<file path="config.mk">
export PLATFORM = sky130hd
export DESIGN_NAME = switch_in
export DESIGN_NICKNAME = d
export VERILOG_FILES = /design/src/rtl/switch_in.sv
export SDC_FILE = /design/constraint.sdc
export NUM_CORES = 1
export LEC_CHECK = 0
export CORE_AREA = 3 3 188 190
export DETAILED_ROUTE_END_ITERATION = 8
export DIE_AREA = 0 0 191 193
export PLACE_DENSITY = 0.43
export SLEW_MARGIN = 20
export SYNTH_ARGS = -nofsm -noshare
export SYNTH_HDL_FRONTEND = slang
export SYNTH_SLANG_ARGS = --single-unit
</file>
<file path="constraint.sdc">
create_clock -name Clk -period 2.5 [get_ports Clk]
set_clock_uncertainty 0.05 [all_clocks]
set_input_delay 0.25 -clock Clk [delete_from_list [all_inputs] [get_ports Clk]]
set_output_delay 0.25 -clock Clk [all_outputs]
set_load 0.02 [all_outputs]
</file>
<file path="src/rtl/switch_in.sv">
// Debounced switch/button input block with a CPU register interface.
// Raw inputs are synchronized, debounced by one shared hold counter, and reported via STABLE/STATUS/MASK and Irq.

module switch_in_lane (
    input  logic Clk,
    input  logic Reset,
    input  logic sw,
    input  logic commit,
    input  logic clr,
    input  logic mask_we,
    input  logic wd,
    output logic diff,
    output logic stable,
    output logic status,
    output logic mask
);
    logic sync1, sync2, cand;

    // cand always tracks sync2; a mismatch is what restarts the shared counter
    always_ff @(posedge Clk or negedge Reset) begin
        if (!Reset) begin
            sync1  <= 1'b0;
            sync2  <= 1'b0;
            cand   <= 1'b0;
            stable <= 1'b0;
            status <= 1'b0;
            mask   <= 1'b0;
        end else begin
            sync1 <= sw;
            sync2 <= sync1;
            cand  <= sync2;
            if (commit)
                stable <= cand;
            // a set on the same edge as a clear wins
            status <= (status & ~clr) | (commit & (stable ^ cand));
            if (mask_we)
                mask <= wd;
        end
    end

    assign diff = sync2 ^ cand;
endmodule

module switch_in #(
    parameter int WIDTH     = 32,
    parameter int DB_CYCLES = 20000,
    parameter int CNT_W     = 16
) (
    input  logic             Clk,
    input  logic             Reset,
    input  logic [WIDTH-1:0] sw_in,
    input  logic [1:0]       Addr,
    input  logic [31:0]      Wd,
    input  logic             We,
    output logic [31:0]      Rd,
    output logic             Irq
);
    logic [WIDTH-1:0] diff, stable, status, mask, clr;
    logic [CNT_W-1:0] cnt;
    logic             quiet, at_top, commit, status_we, mask_we;

    assign quiet     = ~|diff;
    assign at_top    = (cnt == CNT_W'(DB_CYCLES - 1));
    assign commit    = quiet & at_top;
    assign status_we = We & (Addr == 2'd1);
    assign mask_we   = We & (Addr == 2'd2);
    assign clr       = status_we ? Wd[WIDTH-1:0] : '0;

    // shared hold counter: any bit moving restarts it, saturates once all bits are quiet
    always_ff @(posedge Clk or negedge Reset) begin
        if (!Reset)
            cnt <= '0;
        else if (!quiet)
            cnt <= '0;
        else if (!at_top)
            cnt <= cnt + CNT_W'(1);
    end

    for (genvar i = 0; i < WIDTH; i++) begin : g_lane
        switch_in_lane u_lane (
            .Clk     (Clk),
            .Reset   (Reset),
            .sw      (sw_in[i]),
            .commit  (commit),
            .clr     (clr[i]),
            .mask_we (mask_we),
            .wd      (Wd[i]),
            .diff    (diff[i]),
            .stable  (stable[i]),
            .status  (status[i]),
            .mask    (mask[i])
        );
    end

    if (WIDTH < 32) begin : g_wd_hi
        logic unused_wd_hi;
        assign unused_wd_hi = |Wd[31:WIDTH];
    end

    always_comb begin
        Rd = '0;
        case (Addr)
            2'd0:    Rd[WIDTH-1:0] = stable;
            2'd1:    Rd[WIDTH-1:0] = status;
            2'd2:    Rd[WIDTH-1:0] = mask;
            default: Rd = '0;
        endcase
    end

    assign Irq = |(status & mask);
endmodule

</file>
# --- Yosys cells after proc, flatten, opt, wreduce, memory -nomap -nowiden ---
# Index checks and enable logic that the tools add are counted.
op_classes:
  n_reduce_logical: 4
  n_eq_ne: 4
  n_addsub: 1
  n_mux: 4
  bitwise: 196
ops:
  columns: ["operator", "count"]
  rows:
  - ["$pmux 32 s3", 1]
  - ["$and 1x1->1", 67]
  - ["$reduce_or 32->1", 2]
  - ["$xor 1x1->1", 64]
  - ["$and 32x32->32", 1]
  - ["$mux 16", 2]
  - ["$mux 32", 1]
  - ["$not 1->1", 32]
  - ["$or 1x1->1", 32]
  - ["$add 16x1->16 const B", 1]
  - ["$eq 16x15->1 const B", 1]
  - ["$eq 2x1->1 const B", 1]
  - ["$eq 2x2->1 const B", 1]
  - ["$logic_not 2->1", 1]
  - ["$ne 2x1->1 const B", 1]
  - ["$logic_not 1->1", 1]
word_totals:
  out_inout_bits: 33
  register_bits: 208

# --- Depth between registers and ports, before layout ---
depth:
  ltp_word: 6
  ltp_mapped: 9

# --- Cells and area by module ---
# From an unflattened synthesis, not the netlist that was laid out.
unflattened:
  hier_cells: 651
  hier_area_um2: 8459.4
by_module_without_submodules:
  columns: ["mod", "area_per_inst_um2", "seq_area_each_um2", "cells_each", "instances"]
  rows:
  - ["switch_in_lane", 203.9, 150.1, 12, 32]
  - ["switch_in", 1933.1, 400.4, 267, 1]

# --- Least setup slack after synthesis ---
# No wires, ideal clock.
synth_timing:
  path_kind: "flip-flop to flip-flop"
  start: "register g_lane[2].u_lane.cand"
  end: "register g_lane[10].u_lane.stable"
  t_required_ns: 2.325
  setup_slack_ns: 0.590
  path_stages_with_launch: 7
  period_less_slack_ns: 1.910
  t_arrival_ns: 1.735
  setup_ns: 0.125
  path_buffers: 1
  path_cell_list: "dfrtp_1 > xnor2_1 > nand4_1 > nor4_2 > nand3_2 > buf_6 > mux2_4"
synth_between:
  elab_chain_cells: 4
synth_lines:
  columns: ["element", "line_no", "rtl"]
  rows:
  - ["start, declared", "17", "logic sync1, sync2, cand;"]
  - ["start signal, assigned", "31", "cand <= sync2;"]
  - ["$xor 1x1->1", "41", "assign diff = sync2 ^ cand;"]
  - ["$reduce_or 32->1", "62", "assign quiet = ~|diff;"]
  - ["$logic_not 1->1", "62", null]
  - ["$and 1x1->1", "64", "assign commit = quiet & at_top;"]
  - ["end signal, assigned", "33", "stable <= cand;"]
  - ["end, declared", "13", "output logic stable,"]
# Every way passes these cells.
# A chain may end at the register's enable or synchronous reset.

# --- Worst setup path in the final report ---
layout_timing:
  start: "register g_lane[29].u_lane.status"
  end: "output Irq"
layout_between:
  elab_chain_cells: 2
layout_lines:
  columns: ["element", "line_no", "rtl"]
  rows:
  - ["start, declared", "14", "output logic status,"]
  - ["start signal, assigned", "35", "status <= (status & ~clr) | (commit & (stable ^ cand));"]
  - ["$and 32x32->32", "110", "assign Irq = |(status & mask);"]
  - ["$reduce_or 32->1", "110", null]
  - ["end, declared", "56", "output logic Irq"]
# Every way passes these cells.

==> impl_results.md <==
- Post-synth EDFFs: 0
- Status: completed
- Hold WS: 133 ps
- CTS clk-pin slew, worst paths: 60 ps
- Post-Place Cells: between 1000 and 1500
- Startpoint Class: flip-flop
- Largest vdd supply drop: between 0.0004 and 0.0005 V
- CTS tree: done
- ANT cells: 0
- Final core utilization: 0.329
- Hold Path Class: in -> reg
- Worst-Skew Late Latency: 500 ps
- Hold_sp: sw_in[3]
- Worst-margin pin slew: 612 ps
- Antenna violations before repair: 0
- RSZ-0062 raised after global routing: true
- Core area: 33600 µm²
- Fin crit period: about 2400 ps
- Share of the yosys chip area belonging to registers: 0.621
- Library cells used by synthesis: 35
- IO Pins: between 100 and 150
- Final Hold Fails: 0
- Worst path required time: approximately 2200 ps
- Power after layout: 8200 µW
- Crit. End Element: output port
- Hold Path Depth: 1
- Worst Path Arrival: roughly 2100 ps
- FF+latch count, synth: 208
- Drc violations: 0
- Post-route ant nets: 0
- DP Wirelength: 15.3 mm
- Post-Syn Area per Cell: ~13 µm²
- Crit share post-route: 0.975
- Final cell count without fillers: roughly 1300
- GPL Wtd Cong: between 0.7 and 0.8
- Synth-to-Final Area Change: 31.9%
- Async SR Flop Fraction: 1.00
- Reg2reg setup slack: 250 ps
- Routed WL: ~22 mm
- Gr ovfl total: 0
- Initial core utilization: 0.249
- Total CTS buffers: 25
- Fmax: 410 MHz
- Max stage delay cell, worst path: or4_4
- Crit Path Category: reg -> out
- Final Max Slew Viols: 0
- Syn Nets: 725
- Critical path's largest stage delay: 510 ps
- Chip Width: 191 µm
- Largest net degree at the start of global routing: 60
- Vias per std cell: 4.20
- Share of Yosys cell area claimed by the top area cell type: 0.621
- Critical-path maximum fanout: 2
- Commonest non-fill, non-tap cell in the layout: dfrtp_1
- Site Rows: 67
- Htree depth: 1
- Postcts setup bufs: 0
- First-pass GRT wire length: between 30 and 40 mm
- Number of max-cap violations: 0
- Most frequent cells in the layout: 208 x dfrtp_1, 104 x nand2_1, 97 x clkdlybuf4s50_1
- Worst-case clock buffer depth: 3
- R2R cell count: 7
- Initial DRC count: 217
- Relative slew slack: 0.588
- Critical-path cell list: a22o_1 -> a221oi_2 -> nand3_1 -> or4_4 -> buf_6
- Root buf cell: clkbuf_16
- Top cells by area, synth: dfrtp_1 62%, xnor2_1 7.1%, mux2_4 5.0%
- YS warnings: 0
- Routed len/inst: 17.2 µm
- Vias in the first global route: 5749
- Layout cells sized above 1: 0.190
- 1st-pass router iterations: 4
- IO Port Bufs: 101
- Worst Path Buf+Inv: 1
- Cell area after synthesis: 8380 µm²
- Mapped Cells: 655
- Nets: approximately 860
- Hold Crit Endpoint: g_lane[3].u_lane.sync1$_DFF_PN0_
- Reg2reg end: g_lane[20].u_lane.stable$_DFFE_PN0P_
- Reg2reg start: g_lane[2].u_lane.cand$_DFF_PN0_
- Die ar.: 36900 µm²
- Ys flop type: dfrtp_1
- Final setup vio count: 0
- Layout fillers: 3303
- Total GRT Usage: 0.119
- Vias: 5294
- Num Clock Sinks: 208
- Power per standard cell area: 742 nW/µm²
- CP top delay family: simple AND/OR/NAND/NOR gates
- Pleak: about 0.0047 µW
- Die height: 193 µm
- Area leader, netlist: dfrtp_1
synthesized netlist by cell type, types with 2 or more instances:
master / instances
dfrtp_1: 208
nand2_1: 104
xnor2_1: 68
o21ai_0: 57
mux2_2: 36
mux2i_1: 32
mux2_4: 28
clkbuf_1: 21
nand4_1: 17
nor2_1: 16
a22oi_1: 12
xor2_1: 11
nand3_1: 7
o21ai_1: 7
buf_6: 3
nor4_1: 3
nor4_2: 3
a221oi_1: 2
a22o_1: 2
buf_1: 2
inv_1: 2
power breakdown:
group,leakage (µW),switching [µW],internal (µW)
clock,0.000416,1390,2180
combinational,0.00165,404,463
sequential,0.00261,179,3580
total,0.00468,1970,6220
worst max-delay path by stage:
stage / start / to / slack (ps) / cells after the start
global placement: Addr[0] / Rd[15] / -20 / 6
CTS: g_lane[29].u_lane.mask$_DFFE_PN0P_ / Irq / 8 / 5
finish: g_lane[29].u_lane.status$_DFF_PN0_ / Irq / 60 / 5
detailed placement: Addr[0] / Rd[15] / 10 / 6
floorplan: g_lane[2].u_lane.cand$_DFF_PN0_ / g_lane[10].u_lane.stable$_DFFE_PN0P_ / 590 / 6
global route: g_lane[29].u_lane.status$_DFF_PN0_ / Irq / -60 / 5
through the flow:
step | setup TNS (ps) | area [µm²] | setup slack [ps]
after floorplan | 0 | 8380 | 590
after global placement | -17.4 | 10200 | -17.4
after detailed placement | 0 | 10200 | 13.2
after CTS | 0 | 11000 | 8.48
after global routing | -62.5 | 11100 | -62.5
final | 0 | 11100 | 62.7
state kept, by name, summed over array words and instances, names as in the netlist:
name	flops
g_lane.u_lane.stable	32
g_lane.u_lane.mask	32
g_lane.u_lane.sync2	32
cnt	16
g_lane.u_lane.sync1	32
g_lane.u_lane.cand	32
g_lane.u_lane.status	32
worst reg2reg max path, cell delays in order (launching register included):
cell	delay [ps]
dfrtp_1	410
xnor2_1	240
nand4_1	230
nor4_2	330
buf_4	170
nand3_2	100
buf_12	220
mux2_4	370
logic make-up after synthesis:
group | count (synthesis) | share of synthesized area
adders and majority gates | 1 | 0.00149
buffers and inverters | 28 | 0.0152
and+or+nand+nor | 162 | 0.0891
muxes | 96 | 0.137
AOI/OAI and AO/OA | 81 | 0.0537
xor gates and xnor gates | 79 | 0.0826
DFF | 208 | 0.621
per-layer routing:
layer  vias to the layer above  routed length, µm  GRT usage
met1                      2644              10500      0.167
li1                       2525                  -          -
met2                        99               9880      0.192
met5                         -                  0          0
met3                        26                867     0.0197
met4                         0                340     0.0299
final cells by class:
| class | instances | area [µm²] | area share |
|---|---|---|---|
| Multi-Input combinational cell | 419 | 3070 | 0.278 |
| Tap cell | 448 | 561 | 0.0507 |
| Clock buffer | 33 | 706 | 0.0639 |
| Timing Repair Buffer | 137 | 1390 | 0.125 |
| Sequential cell | 208 | 5200 | 0.471 |
| Clock inverter | 12 | 114 | 0.0103 |
| Inverter | 2 | 7.51 | 0.000679 |
what timing repair did:
item | in CTS | in global routing
pin swaps | 2 | 3
gates resized for setup | 10 | 2
endpoints found under the setup margin | 2 | 2
hold endpoints to repair | 55 | 0
hold buffers | 1 | 0
Power figures use the tool's default switching activity.
